**src/rtl/pwm_capture.sv**
```systemverilog
// PWM duty recovery: measures high time between rising edges, flags bad periods and stuck lines.
// Optional 3-sample majority glitch filter enabled by defining PWM_CAPTURE_GLITCH_FILTER_EN.
module pwm_capture #(
    parameter int DATA_W  = 8,
    parameter int PER_TOL = 0
) (
    input  logic              clk_in,
    input  logic              rst_n,
    input  logic              pwm_in,
    output logic [DATA_W-1:0] duty_out,
    output logic              duty_valid,
    output logic              period_err,
    output logic              stuck_lo,
    output logic              stuck_hi
);
    localparam int CW     = DATA_W + 2;
    localparam int PERIOD = 2 ** DATA_W;
    localparam logic [CW-1:0] ONE      = CW'(1);
    localparam logic [CW-1:0] PER_LO   = CW'(PERIOD - PER_TOL);
    localparam logic [CW-1:0] PER_HI   = CW'(PERIOD + PER_TOL);
    localparam logic [CW-1:0] TO_LIM   = CW'(PERIOD + PER_TOL + 2);
    localparam logic [CW-1:0] DUTY_MAX = CW'(PERIOD - 1);

    typedef enum logic {IDLE, MEASURE} state_t;

    state_t            state_q, state_d;
    logic              sync1_q, sync1_d, sync2_q, sync2_d, s_dly_q, s_dly_d;
    logic [CW-1:0]     per_cnt_q, per_cnt_d, hi_cnt_q, hi_cnt_d;
    logic [DATA_W-1:0] duty_q, duty_d;
    logic              valid_q, valid_d, err_q, err_d;
    logic              slo_q, slo_d, shi_q, shi_d;
    logic [CW-1:0]     per_inc, hi_inc;
    logic              s, rise, in_tol;

`ifdef PWM_CAPTURE_GLITCH_FILTER_EN
    logic h1_q, h1_d, h2_q, h2_d;
    assign s = (sync2_q & h1_q) | (sync2_q & h2_q) | (h1_q & h2_q);
`else
    assign s = sync2_q;
`endif

    assign rise    = s & ~s_dly_q;
    assign per_inc = (per_cnt_q == '1) ? per_cnt_q : per_cnt_q + ONE;
    assign hi_inc  = (hi_cnt_q == '1 || !s) ? hi_cnt_q : hi_cnt_q + ONE;
    assign in_tol  = (per_cnt_q >= PER_LO) && (per_cnt_q <= PER_HI);

    always_comb begin
        sync1_d   = pwm_in;
        sync2_d   = sync1_q;
        s_dly_d   = s;
`ifdef PWM_CAPTURE_GLITCH_FILTER_EN
        h1_d      = sync2_q;
        h2_d      = h1_q;
`endif
        state_d   = state_q;
        per_cnt_d = per_cnt_q;
        hi_cnt_d  = hi_cnt_q;
        duty_d    = duty_q;
        valid_d   = 1'b0;
        err_d     = 1'b0;
        slo_d     = slo_q;
        shi_d     = shi_q;

        if (rise) begin
            // A rise in IDLE only opens a period; in MEASURE it also closes the previous one.
            state_d   = MEASURE;
            per_cnt_d = ONE;
            hi_cnt_d  = ONE;
            slo_d     = 1'b0;
            shi_d     = 1'b0;
            if (state_q == MEASURE) begin
                if (in_tol) begin
                    duty_d  = (hi_cnt_q > DUTY_MAX) ? '1 : hi_cnt_q[DATA_W-1:0];
                    valid_d = 1'b1;
                end else begin
                    err_d = 1'b1;
                end
            end
        end else if (!slo_q && !shi_q) begin
            // Stuck flags imply IDLE, so counting stops until the next rise.
            if (per_cnt_q >= TO_LIM) begin
                state_d   = IDLE;
                per_cnt_d = '0;
                hi_cnt_d  = '0;
                valid_d   = 1'b1;
                slo_d     = ~s;
                shi_d     = s;
                duty_d    = {DATA_W{s}};
            end else begin
                per_cnt_d = per_inc;
                if (state_q == MEASURE) hi_cnt_d = hi_inc;
            end
        end
    end

    always_ff @(posedge clk_in or negedge rst_n) begin
        if (!rst_n) begin
            state_q   <= IDLE;
            sync1_q   <= 1'b0;
            sync2_q   <= 1'b0;
            s_dly_q   <= 1'b0;
`ifdef PWM_CAPTURE_GLITCH_FILTER_EN
            h1_q      <= 1'b0;
            h2_q      <= 1'b0;
`endif
            per_cnt_q <= '0;
            hi_cnt_q  <= '0;
            duty_q    <= '0;
            valid_q   <= 1'b0;
            err_q     <= 1'b0;
            slo_q     <= 1'b0;
            shi_q     <= 1'b0;
        end else begin
            state_q   <= state_d;
            sync1_q   <= sync1_d;
            sync2_q   <= sync2_d;
            s_dly_q   <= s_dly_d;
`ifdef PWM_CAPTURE_GLITCH_FILTER_EN
            h1_q      <= h1_d;
            h2_q      <= h2_d;
`endif
            per_cnt_q <= per_cnt_d;
            hi_cnt_q  <= hi_cnt_d;
            duty_q    <= duty_d;
            valid_q   <= valid_d;
            err_q     <= err_d;
            slo_q     <= slo_d;
            shi_q     <= shi_d;
        end
    end

    assign duty_out   = duty_q;
    assign duty_valid = valid_q;
    assign period_err = err_q;
    assign stuck_lo   = slo_q;
    assign stuck_hi   = shi_q;
endmodule

```
**config.mk**
```make
export PLATFORM = sky130hd
export DESIGN_NAME = pwm_capture
export DESIGN_NICKNAME = d
export VERILOG_FILES = /design/src/rtl/pwm_capture.sv
export SDC_FILE = /design/constraint.sdc
export NUM_CORES = 1
export LEC_CHECK = 0
export BUFFER_PORTS_ARGS = -buffer_cell sky130_fd_sc_hd__clkbuf_2
export CAP_MARGIN = 20
export CORE_UTILIZATION = 47
export CTS_CLUSTER_DIAMETER = 150
export DETAILED_ROUTE_END_ITERATION = 16
export PLACE_DENSITY = 0.67
export SETUP_SLACK_MARGIN = 0.4
export SKIP_CTS_REPAIR_TIMING = 1
export SLEW_MARGIN = 0
export SYNTH_ARGS = -nofsm -noshare
export SYNTH_HDL_FRONTEND = slang
export SYNTH_SLANG_ARGS = --single-unit
```
**constraint.sdc**
```tcl
create_clock -name clk_in -period 3.7 [get_ports clk_in]
set_input_delay 0.555 -clock clk_in [delete_from_list [all_inputs] [get_ports clk_in]]
set_output_delay 0.555 -clock clk_in [all_outputs]
set_load 0.05 [all_outputs]
```
=== After elaboration in Yosys (flattened, before gate mapping) ===
Cells that the tools add are included.

* Bits of input ports: 3
* Logic and storage cells: 71
* Memory bits (read-only): 0
* Bits in latches: 0
* Memory bits (writable): 0
* Memories: 0
* Register bits: 36

* Multiplexer cells: 32
* Reduce and logical (&&, ||, !) cells: 13
* Magnitude comparators: 4
* Add/sub/neg operators: 2
* Div/mod/pow operators: 0
* Equal/unequal tests: 6
* Shifts and indexed selects: 0
* Multipliers: 0
* Bitwise gates (word level): 3

{| class="wikitable"
|+ Operators by type and width
! operator !! count
|-
| $mux 10 || 9
|-
| $mux 8 || 6
|-
| $add 10x1->10 const B || 2
|-
| $eq 10x10->1 const B || 2
|-
| $ge 10x9->1 const B || 2
|-
| $mux 1 || 17
|-
| $gt 10x8->1 const B || 1
|-
| $le 10x9->1 const B || 1
|-
| $ne 3x2->1 const B || 2
|-
| $reduce_and 2->1 || 2
|-
| $reduce_and 4->1 || 1
|-
| $reduce_bool 2->1 || 2
|-
| $logic_not 1->1 || 3
|-
| $reduce_and 3->1 || 1
|-
| $reduce_bool 3->1 || 1
|-
| $logic_and 1x1->1 || 2
|-
| $ne 2x1->1 const B || 1
|-
| $ne 2x2->1 const B || 1
|-
| $not 1->1 || 2
|-
| $and 1x1->1 || 1
|-
| $logic_or 1x1->1 || 1
|}

=== Longest topological paths before layout ===
* Depth in word-level cells: 7
* Mapped depth: 7

=== Worst setup path after synthesis ===
Ideal clock, no wire load.

* Path type: flip-flop to flip-flop
* Start point: register shi_q, in the netlist stuck_hi
* End point: register shi_q, in the netlist stuck_hi
* Period minus slack after synthesis: 1.768 ns
* Path slack: 1.932 ns
* Data required time: 3.628 ns
* Data arrival time: 1.696 ns
* Buffers on the path: 2
* Stages on the path, launching flop included: 8
* Path through: dfrtp_1 -> or2_1 -> buf_2 -> a211oi_2 -> or2_1 -> buf_6 -> a21oi_2 -> nor2_1

* Cells in the longest elaborated chain, start to end: 4

{| class="wikitable"
|+ Ends and longest elaborated chain
! element !! line !! source
|-
| from (decl) || 31 || <nowiki>logic slo_q, slo_d, shi_q, shi_d;</nowiki>
|-
| from (signal assigned) || 128 || <nowiki>shi_q <= shi_d;</nowiki>
|-
| $logic_not 1->1 || 79 || <nowiki>end else if (!slo_q && !shi_q) begin</nowiki>
|-
| $logic_and 1x1->1 || 79 ||
|-
| $reduce_bool 2->1 (no line) || - ||
|-
| $reduce_and 2->1 (no line) || - ||
|}

Every way passes these cells.
A chain may end at the register's enable or synchronous reset.

=== Worst setup path in the final report ===
* Start point: register per_cnt_q[2]
* End point: register duty_q[1], in the netlist duty_out[1]

* Cells in the longest elaborated chain, start to end: 4
* Elaborated cells between the ends (all ways): 7

{| class="wikitable"
|+ Ends and longest elaborated chain
! element !! line !! source
|-
| from (decl) || 28 || <nowiki>logic [CW-1:0] per_cnt_q, per_cnt_d, hi_cnt_q, hi_cnt_d;</nowiki>
|-
| from (signal assigned) || 122 || <nowiki>per_cnt_q <= per_cnt_d;</nowiki>
|-
| $ge 10x9->1 / $le 10x9->1 (equally long branches) || 45 || <nowiki>assign in_tol = (per_cnt_q >= PER_LO) && (per_cnt_q <= PER_HI);</nowiki>
|-
| $logic_and 1x1->1 || 45 ||
|-
| $ne 2x1->1 (no line) || - ||
|-
| $reduce_and 4->1 (no line) (*) || - ||
|-
| to (signal assigned) || 124 || <nowiki>duty_q <= duty_d;</nowiki>
|-
| to (decl) || 29 || <nowiki>logic [DATA_W-1:0] duty_q, duty_d;</nowiki>
|}

Mark *: on every way between the ends. The rest lies on a longest branch, timed or not.

==> results.tsv <==
metric	value	unit
status	complete, no violations	
Post-synth top flop	dfrtp_1	
internal power	0.6335	mW
worst setup path category	register to register	
Worst setup SP type	register	
CTS tree	built	
Final min period	2.361	ns
Clock transition at path regs	0.07	ns
final setup vio count	0	
EDFF count, synth	0	
Sw Pwr	0.2891	mW
Die H	65.15	µm
Worst path max stage delay	0.82	ns
CP max stage cell	o22ai_1	
Pleak	0.8724	nW
Routed Wire Length	3.688	mm
via count	1421	
Yosys reg bits	36	
final period utilization	0.6381	
clk_skew	0.006383	ns
Num CTS Buffers	5	
WP data arrival	2.56	ns
crit end category	register	
gpl congestion	0.8507	
Comb power frac	0.193	
Syn Std Cell Area	1874	µm²
Least-Margin Pin Slew	1.042	ns
Crit path buffers/inverters	0	
Max Used Layer	met4	
synth unique cells	46	
clock power share	0.278	
area fraction of the dominant cell type after synthesis	0.4806	
DRT iter0 DRCs	107	
CP Data Required Time	3.89	ns
worst vdd ir	0.1914	mV
antenna fix cells	0	
Tightest Hold Check Type	register to register	
r2r setup slk	1.34	ns
Vias/cell	5.824	
wire length on met3	241	µm
Final Net Count	202	
most frequent cells in the layout	dfrtp_1, o21ai_0, nor2_1, clkbuf_2, inv_1	
Starting Density	0.5007	
Max Buffers Root-to-Sink	2	
M1 wire length	1.698	mm
Seq/Total Area, Yosys	0.4806	
Horiz. Die Dim	65.15	µm
syn_nets	188	
synthesis warning total	0	
antenna violations before repair	0	
Final Hold Viols	0	
H-tree Lvls	2	
Die ar.	4245	µm²
placed cells	237	
share of cells above drive strength 1	0.1735	
Avg WL per Cell	15.11	µm
Core Region	3744	µm²
GRT Overall Usage	0.2079	
Area contributors post-synth	dfrtp_1, mux2i_1, o21ai_0	
Final Power	0.9227	mW
CP Cell Sequence	nor4_4 > a21oi_4 > nand2_2 > o22ai_1 > mux2i_1	
DR pass1 iterations	4	
Slew Limit Fails	0	
RSZ-0062 raised after global routing	false	
part of the power in registers	0.529	
Mean Syn Cell Area	10.30	µm²
DP HPWL	2.531	mm
clk sinks	36	
Std-Cell Rows	22	
vias in the first global route	1422	
clock insertion delay at the later pin of the skew report	0.28	ns
worst rel slew slack	0.3051	
max cap viols	0	
leading area contributor after synthesis	dfrtp_1	
CP Max Fanout	15	
power per cell area	453.0	nW/µm²
met2 wire len	1.704	mm
gr ovfl total	0	
DRC	0	
Cell Count, Final, Fillers Out	244	
Post-DRT Antenna Nets	0	
post-synthesis async set-or-reset flop share	1.000	
root buf cell	clkbuf_8	
most common cell after layout, fill and taps aside	dfrtp_1	
Top delay family on crit path	compound AO/OA/AOI/OAI gates	
Cell Area, Placed	1959	µm²
Ports	15	
largest net degree at the start of global routing	37	
Layout area overhead	8.678	%
fmax	423.5	MHz
port bufs	14	
Switching Share	0.3134	
first-pass GRT wire length	6.603	mm
Post-Route Utilization	0.5441	
Synth Instances	182	
Setup TNS Final	0	ns
design area	2037	µm²
==> cells in the mapped netlist (all sizes together), types with 2 or more instances <==
cell     n
buf      7
inv     12
or3      3
a211oi   2
nand2b   4
a21oi    8
nand4    2
mux2i    8
nor4     2
nand3    9
or2      2
a311oi   2
nor3b    2
nor2    15
xnor2    2
and3     3
o21ai   24
dfrtp   36
nand2   12
nor3     6
ha       3
nor2b    2
o31ai    4
xor2     2
==> metal layers <==
| metal | vias to the layer above | global-route usage |
|---|---|---|
| met2 | 50 | 0.3060 |
| met4 | 0 | 0.09239 |
| li1 | 674 | - |
| met3 | 4 | 0.05035 |
| met5 | - | 0 |
| met1 | 693 | 0.2904 |
==> stage by stage <==
step,setup slack [ns],hold WS (ns)
final,1.339,0.3607
after global routing,1.153,0.3690
after CTS,1.351,0.3643
after detailed placement,1.397,0.3472
after global placement,1.518,0.3429
after floorplan,1.932,0.2594
==> cells by family after synthesis <==
logic type / Yosys count / share of synthesized area
flip-flops: 36 / 0.4806
multiplexers: 8 / 0.04273
adder cells (fa/ha/maj): 3 / 0.02003
AO/OA/AOI/OAI: 47 / 0.1776
XOR/XNOR: 4 / 0.01870
AND/OR/NAND/NOR: 64 / 0.2083
buffers and inverters: 20 / 0.05206
==> power by group through the flow <==
stage                     logic, mW  registers (mW)  clock network, mW
after detailed placement      0.178           0.494                  0
after CTS                     0.180           0.487              0.267
after global routing          0.204           0.495              0.281
after global placement        0.172           0.492                  0
final                         0.178           0.488              0.257
after floorplan               0.140           0.486                  0
==> final timing paths <==
path	startpoint	endpoint	depth (start not counted)
worst max-delay path	per_cnt_q[2]$_DFFE_PN0P_	duty_out[1]$_DFFE_PN0P_	5
worst min-delay path	sync1_q$_DFF_PN0_	s$_DFF_PN0_	0
worst max register to register	per_cnt_q[2]$_DFFE_PN0P_	duty_out[1]$_DFFE_PN0P_	5
worst min register to register	sync1_q$_DFF_PN0_	s$_DFF_PN0_	0
max in group asynchronous	rst_n	per_cnt_q[7]$_DFFE_PN0P_	1
min in group asynchronous	rst_n	hi_cnt_q[5]$_DFFE_PN0P_	1
==> area by class of cell <==
type	count	area [µm²]
fillers	346	1707
flip-flops and latches	36	900.9
multi-input cells	126	875.8
repair buffers	15	77.57
clock buffers	6	72.57
well taps	48	60.06
inverters	12	45.04
clock inverters	1	5.005
==> worst register-to-register path, stage by stage, from the launching register on <==
cell,delay (ns)
dfrtp_1,0.50
nor4_4,0.11
a21oi_4,0.41
nand2_2,0.14
o22ai_1,0.82
mux2i_1,0.29
(Power assumes the default switching activity.)
